File: config.mk
export PLATFORM = sky130hd
export DESIGN_NAME = noc_seq_scoreboard
export DESIGN_NICKNAME = d
export VERILOG_FILES = /design/src/rtl/noc_seq_scoreboard.sv
export SDC_FILE = /design/constraint.sdc
export NUM_CORES = 1
export LEC_CHECK = 0
export CAP_MARGIN = 5
export CORE_ASPECT_RATIO = 1.1
export CORE_UTILIZATION = 60
export DETAILED_ROUTE_END_ITERATION = 6
export PLACE_DENSITY = 0.75
export SYNTH_ARGS = -nofsm -noshare
export SYNTH_HDL_FRONTEND = slang
export SYNTH_SLANG_ARGS = --single-unit
File: constraint.sdc
create_clock -name clk -period 7.8 [get_ports clk]
set_clock_uncertainty 0.1 [all_clocks]
set_input_delay 1.56 -clock clk [delete_from_list [all_inputs] [get_ports clk]]
set_output_delay 1.56 -clock clk [all_outputs]
set_load 0.02 [all_outputs]
File: src/rtl/noc_seq_scoreboard.sv
// Per-source {seen, last_seq} table. Writes are staged one cycle in a pending slot and
// forwarded to the read port so back-to-back flits from one source see the newest sequence.
module noc_seq_scoreboard #(
  parameter int entries   = 16,
  parameter int idx_w     = 4,
  parameter int seq_width = 32
) (
  input  logic                 clk,
  input  logic                 rstn,
  input  logic [idx_w-1:0]     rd_idx,
  output logic                 rd_seen,
  output logic [seq_width-1:0] rd_seq,
  input  logic                 wr_en,
  input  logic [idx_w-1:0]     wr_idx,
  input  logic [seq_width-1:0] wr_seq
);

  logic [entries-1:0]   seen;
  logic [seq_width-1:0] last_seq [entries];
  logic                 pend_vld;
  logic [idx_w-1:0]     pend_idx;
  logic [seq_width-1:0] pend_seq;

  // NOTE: sequential state uses non-blocking assignments so every flop samples pre-edge values.
  always_ff @(posedge clk) begin
    if (!rstn) begin
      pend_vld <= 1'b0;
      seen     <= '0;
    end else begin
      pend_vld <= wr_en;
      if (pend_vld) seen[pend_idx] <= 1'b1;
    end
  end

  // NOTE: the sequence array and pending data carry no reset; seen/pend_vld qualify them.
  always_ff @(posedge clk) begin
    pend_idx <= wr_idx;
    pend_seq <= wr_seq;
    if (pend_vld) last_seq[pend_idx] <= pend_seq;
  end

  // NOTE: defaults first in always_comb so no path can infer a latch.
  always_comb begin
    rd_seen = seen[rd_idx];
    rd_seq  = last_seq[rd_idx];
    if (pend_vld && pend_idx == rd_idx) begin
      rd_seen = 1'b1;
      rd_seq  = pend_seq;
    end
  end

endmodule

==> reports/results.txt, run 1 <==
Final GP Congestion: 0.7303
Final Net Count: 1074
Worst setup EP type: primary output
I/O pins: 76
Antenna-violating nets left: 0
Synth area leader: edfxtp_1
Antenna violations before repair: 0
Worst setup margin: 1.456 ns
Post-synth ARST share: 0
Hold_buf cts: 0
R2R Path End: last_seq[3][0]
Setup TNS: 0 ns
Post-route cell area: 24080 sq um
WHS Path Cells: 1
Hold endpoint: seen[3]
CP dominant cell by count: clkdlybuf4s50_1
Crit-path max FO: 31
Area Growth Syn to Fin: 14.57%
Vias in the first global route: 10186
Rows: 71
CTS Sinks: 565
Pin count of the biggest net entering global routing: 55
Worst hold slack: 0.3644 ns
Synthesized instance count: 928
Skew-Pair Late Insertion Delay: 0.57 ns
Clk buf depth: 3
First-pass GRT wire length: 63.17 mm
Pwr Density: 257.0 nW/um^2
Status: completed
1st-pass router iterations: 7
DP Wirelength: 20.97 mm
Starting Density: 0.6114
Fillcell total: 1961
Count leader, synth: edfxtp_1
Most instantiated cells after synthesis: 512 x edfxtp_1, 133 x mux4_2, 62 x a22oi_1, 53 x dfxtp_1, 33 x nand2_1
Fin. Hold Viols: 0
Min Clock Period, post-route: 6.344 ns
Max-cap violations: 0
Flop2flop setup slack: 5.35 ns
Synth top area share: 0.7314
CTS tree: done
Pre-CTS setup slack: 1.476 ns
Postcts setup bufs: 0
Setup CP Type: input port to primary output
Register area share after synthesis: 0.7819
Clock transition at path regs: 0.06 ns
Die height: 198.3 um
Ys Warns: 0
Grt total ovfl: 0
Count of pins over their slew limit: 0
Critical-path cell list: clkdlybuf4s50_1, nor2b_4, a22oi_1, nand2_1, mux2_2, clkdlybuf4s50_1
Worst EP arrival: 4.68 ns
Post-CTS sizing: 0
Yosys reg bits: 565
Worst VDD drop: 0.2114 mV
Htree depth: 2
Critical-path top delay cell: nor2b_4
Startpoint type of the worst setup path: input port
RSZ-0062 raised after global routing: no
Worst r2r src: pend_vld
Mapped Area: 21020 sq um
Root buffer cell: clkbuf_16
Critical Path Max Stage Delay: 1.04 ns
Min-Delay Startpoint: seen[3]
Number of synthesized flops with an enable pin: 512
Synth area leaders: edfxtp_1 73%, mux4_2 14%, dfxtp_1 5.0%, a22oi_1 2.2%, mux2_2 1.7%
Worst EP required: 6.14 ns
Drt total wl: 42.49 mm
Number of buffers added on ports: 75
Layout cells sized above 1: 0.2686
Placed instance area: 22390 sq um
Least-Margin Pin Slew: 1.140 ns
Routed vias/inst: 6.475
Fin crit share: 0.8134
Reg2reg path depth: 3
GRT Overall Usage: 0.2461
Final setup viols: 0
Worst hold path type: flip-flop to flip-flop
Core area: 34380 sq um
Initial DRC Count: 1069
Netlist cell types: 26
DR WL/cell: 28.06 um
Slew HR: 0.2385
DRC viols: 0
Antenna fix cells: 0
Routed vias: 9803
Bufs and invs on worst path: 2
Max Fclk: 157.6 MHz
Die area: 35790 sq um
TritonCTS buffer count: 53
Synth Area per Inst: 22.65 sq um
Syn_nets: 971
Leakage power: 7.680 nW
Synth Flop Type: edfxtp_1
Crit path from: rd_idx[2]
Die width: 180.5 um
Largest delay share family, worst path: buffers and inverters
cell type report:
cell class / count / area (sq um) / area share
Multi-Input combinational cell: 312 / 4433 / 0.1841
Clock buffer: 82 / 1538 / 0.06385
Sequential cell: 565 / 16440 / 0.6825
Tap cell: 438 / 548.0 / 0.02276
Timing Repair Buffer: 99 / 969.7 / 0.04026
Clock inverter: 18 / 158.9 / 0.006598
worst max path at each step:
stage / end / cells after the start
floorplan: rd_seq[21] / 7
global placement: rd_seq[11] / 6
detailed placement: rd_seq[1] / 6
CTS: rd_seq[4] / 6
global route: rd_seq[1] / 6
finish: rd_seq[0] / 6
placed cells by master, fill, tap and decap left out, types with 13 or more instances in the layout:
cell and instances:
clkbuf_16 55, clkdlybuf4s50_1 73, o21a_1 16, dfxtp_1 53
edfxtp_1 512, mux2_2 32, nand2_1 33, buf_4 22
nor2_4 13, mux4_2 133, a22oi_1 62, clkbuf_1 21
state kept, by name, summed over array words and instances, names as in the netlist:
signal    cells
last_seq    512
pend_seq     32
seen         16
pend_idx      4
pend_vld      1
layer usage:
metal | up-vias | wire [um] | share of wire | global-route usage
met3 | 71 | 2905 | 0.068 | 0.03954
met5 | - | 0 | 0 | 0
met1 | 5170 | 17030 | 0.40 | 0.3383
met4 | 0 | 1003 | 0.024 | 0.08167
li1 | 4115 | - | - | -
met2 | 447 | 21550 | 0.51 | 0.4100
per-stage QoR:
stage / cells / util / total power [mW]
after floorplan: 928 / - / 3.637
after global placement: 1414 / 0.6512 / 3.758
after detailed placement: 1414 / 0.6512 / 3.766
after CTS: 1514 / 0.7005 / 6.221
after global routing: 1514 / 0.7005 / 6.356
final: 1514 / 0.7005 / 6.190
cell families (layout without fill, tap and decap cells):
kind of cell              count (synthesis)  count (layout)  synth area share
muxes                                   168             168            0.1611
and+or+nand+nor                          62              62           0.01363
buffers and inverters                    51             199           0.01387
AOI/OAI and AO/OA                        78              78           0.02786
DFF                                     565             565            0.7819
xor gates and xnor gates                  4               4          0.001667
power by group:
group / internal, mW / switching (mW)
Sequential: 3.34 / 0.0480
Clock: 1.43 / 1.06
Combinational: 0.157 / 0.153
Total: 4.93 / 1.26
(Power assumes the default switching activity.)
==> run 2, diff against run 1 <==
Settings changed: CORE_UTILIZATION 60 to 55, PLACE_DENSITY 0.75 to 0.73.
Clock period 7.8 ns to 5.4 ns, I/O delays scaled along.
==> reports/results.txt, run 2 (same netlist as run 1, synthesis figures left out) <==
1st-pass router iterations: 7
Startpoint type of the worst setup path: input port
RSZ-0062 raised after global routing: no
Antenna violations before repair: 0
Crit-path max FO: 17
Max-cap violations: 0
Total chip power: 9.044 mW
Routed vias/inst: 6.112
Pwr Density: 370.9 nW/um^2
Hold_buf cts: 0
Crit path from: rd_idx[3]
Core area: 37410 sq um
Final setup viols: 0
Fin crit share: 0.8813
DR WL/cell: 27.06 um
Setup CP Type: input port to primary output
Least-Margin Pin Slew: 1.115 ns
Pre-CTS setup slack: 0.6071 ns
Most flop-heavy register: last_seq
Worst EP arrival: 3.58 ns
Layout cells sized above 1: 0.2800
Fin. Hold Viols: 0
First-pass GRT wire length: 64.14 mm
Part of the power in registers: 0.542
Setup TNS: 0 ns
Final GP Congestion: 0.7176
Die area: 39000 sq um
GRT Overall Usage: 0.2266
TritonCTS buffer count: 55
Initial DRC Count: 919
Sw frac: 0.2021
CTS tree: done
WHS Path Cells: 1
Max Fclk: 210.1 MHz
Logic pwr share: 0.051
Post-CTS sizing: 0
Slew HR: 0.2528
Antenna fix cells: 0
Routed vias: 9699
Pin count of the biggest net entering global routing: 41
Min Clock Period, post-route: 4.759 ns
Top Registers: last_seq (512), pend_seq (32), seen (16)
Clock transition at path regs: 0.06 ns
Antenna-violating nets left: 0
Count of pins over their slew limit: 0
Clock power frac: 0.408
Rows: 74
Max reg flops: 512
Number of buffers added on ports: 75
Final non-filler cell total: 1587
Skew-Pair Late Insertion Delay: 0.57 ns
Status: completed
Final Net Count: 1090
Worst r2r src: pend_idx[2]
Sw power: 1.828 mW
Postcts setup bufs: 0
Worst EP required: 4.22 ns
DP Wirelength: 22.49 mm
Most frequent cells in the layout: 512 x edfxtp_1, 133 x mux4_2, 73 x clkdlybuf4s50_1
Post-route cell area: 24380 sq um
Int Pwr: 7.216 mW
Root buffer cell: clkbuf_16
Die width: 188.4 um
Fillcell total: 2407
Worst setup margin: 0.6410 ns
Fin util: 0.6519
Placed instance area: 22620 sq um
Grt total ovfl: 0
Drt total wl: 42.94 mm
Worst VDD drop: 0.2828 mV
Vias in the first global route: 10119
Leakage power: 7.810 nW
Worst hold slack: 0.3596 ns
Most common cell after layout, fill and taps aside: edfxtp_1
Min-Delay Startpoint: seen[4]
I/O pins: 76
Placed cells: 1484
Reg2reg path depth: 3
Worst hold path type: flip-flop to flip-flop
Clk buf depth: 3
Htree depth: 2
CTS Sinks: 565
DRC viols: 0
Die height: 207.0 um
Area Growth Syn to Fin: 16.00%
Starting Density: 0.5619
Worst setup EP type: primary output
## run 2: changes by cell type in the layout (fill, tap and decap cells not counted), moves of 2 or more
cell,previous run,this run
clkinv_1,3,8
clkbuf_1,21,15
buf_12,3,8
buf_4,22,31
clkbuf_16,55,57
clkbuf_8,7,10
## run 2: worst max-delay path, stage by stage
cell and delay, ns:
clkdlybuf4s50_1 0.74, xor2_1 0.17, nor4_4 0.28, buf_4 0.37
mux2_2 0.39, clkdlybuf4s50_1 0.55
## run 2: final cells by class
cell class	instances	area (sq um)	share of cell area
Multi-Input combinational cell	312	4425	0.1815
Sequential cell	565	16440	0.6741
Clock buffer	81	1607	0.06589
Clock inverter	22	160.2	0.006568
Timing Repair Buffer	113	1137	0.04664
Tap cell	494	618.1	0.02535
## run 2: path summary, 6_finish.rpt
path / end / slack (ns)
min reg2reg: seen[4] / 0.36
min: seen[4] / 0.36
max reg2reg: last_seq[0][17] / 2.42
max: rd_seq[29] / 0.64
## run 2: power by group through the flow
stage          Clock (mW)  Combinational [mW]  Sequential [mW]
2_1_floorplan           0               0.293             4.96
3_3_place_gp            0               0.459             4.98
3_5_place_dp            0               0.463             4.99
4_1_cts              3.74               0.466             4.90
5_1_grt              3.91               0.486             4.91
6_report             3.69               0.457             4.90
## run 2: routing by layer
metal	track usage	up-vias	routed length, um
li1	-	4143	-
met1	0.3103	5068	16780
met2	0.3750	413	21930
met3	0.03677	75	3100
met4	0.07647	0	1139
met5	0	-	0
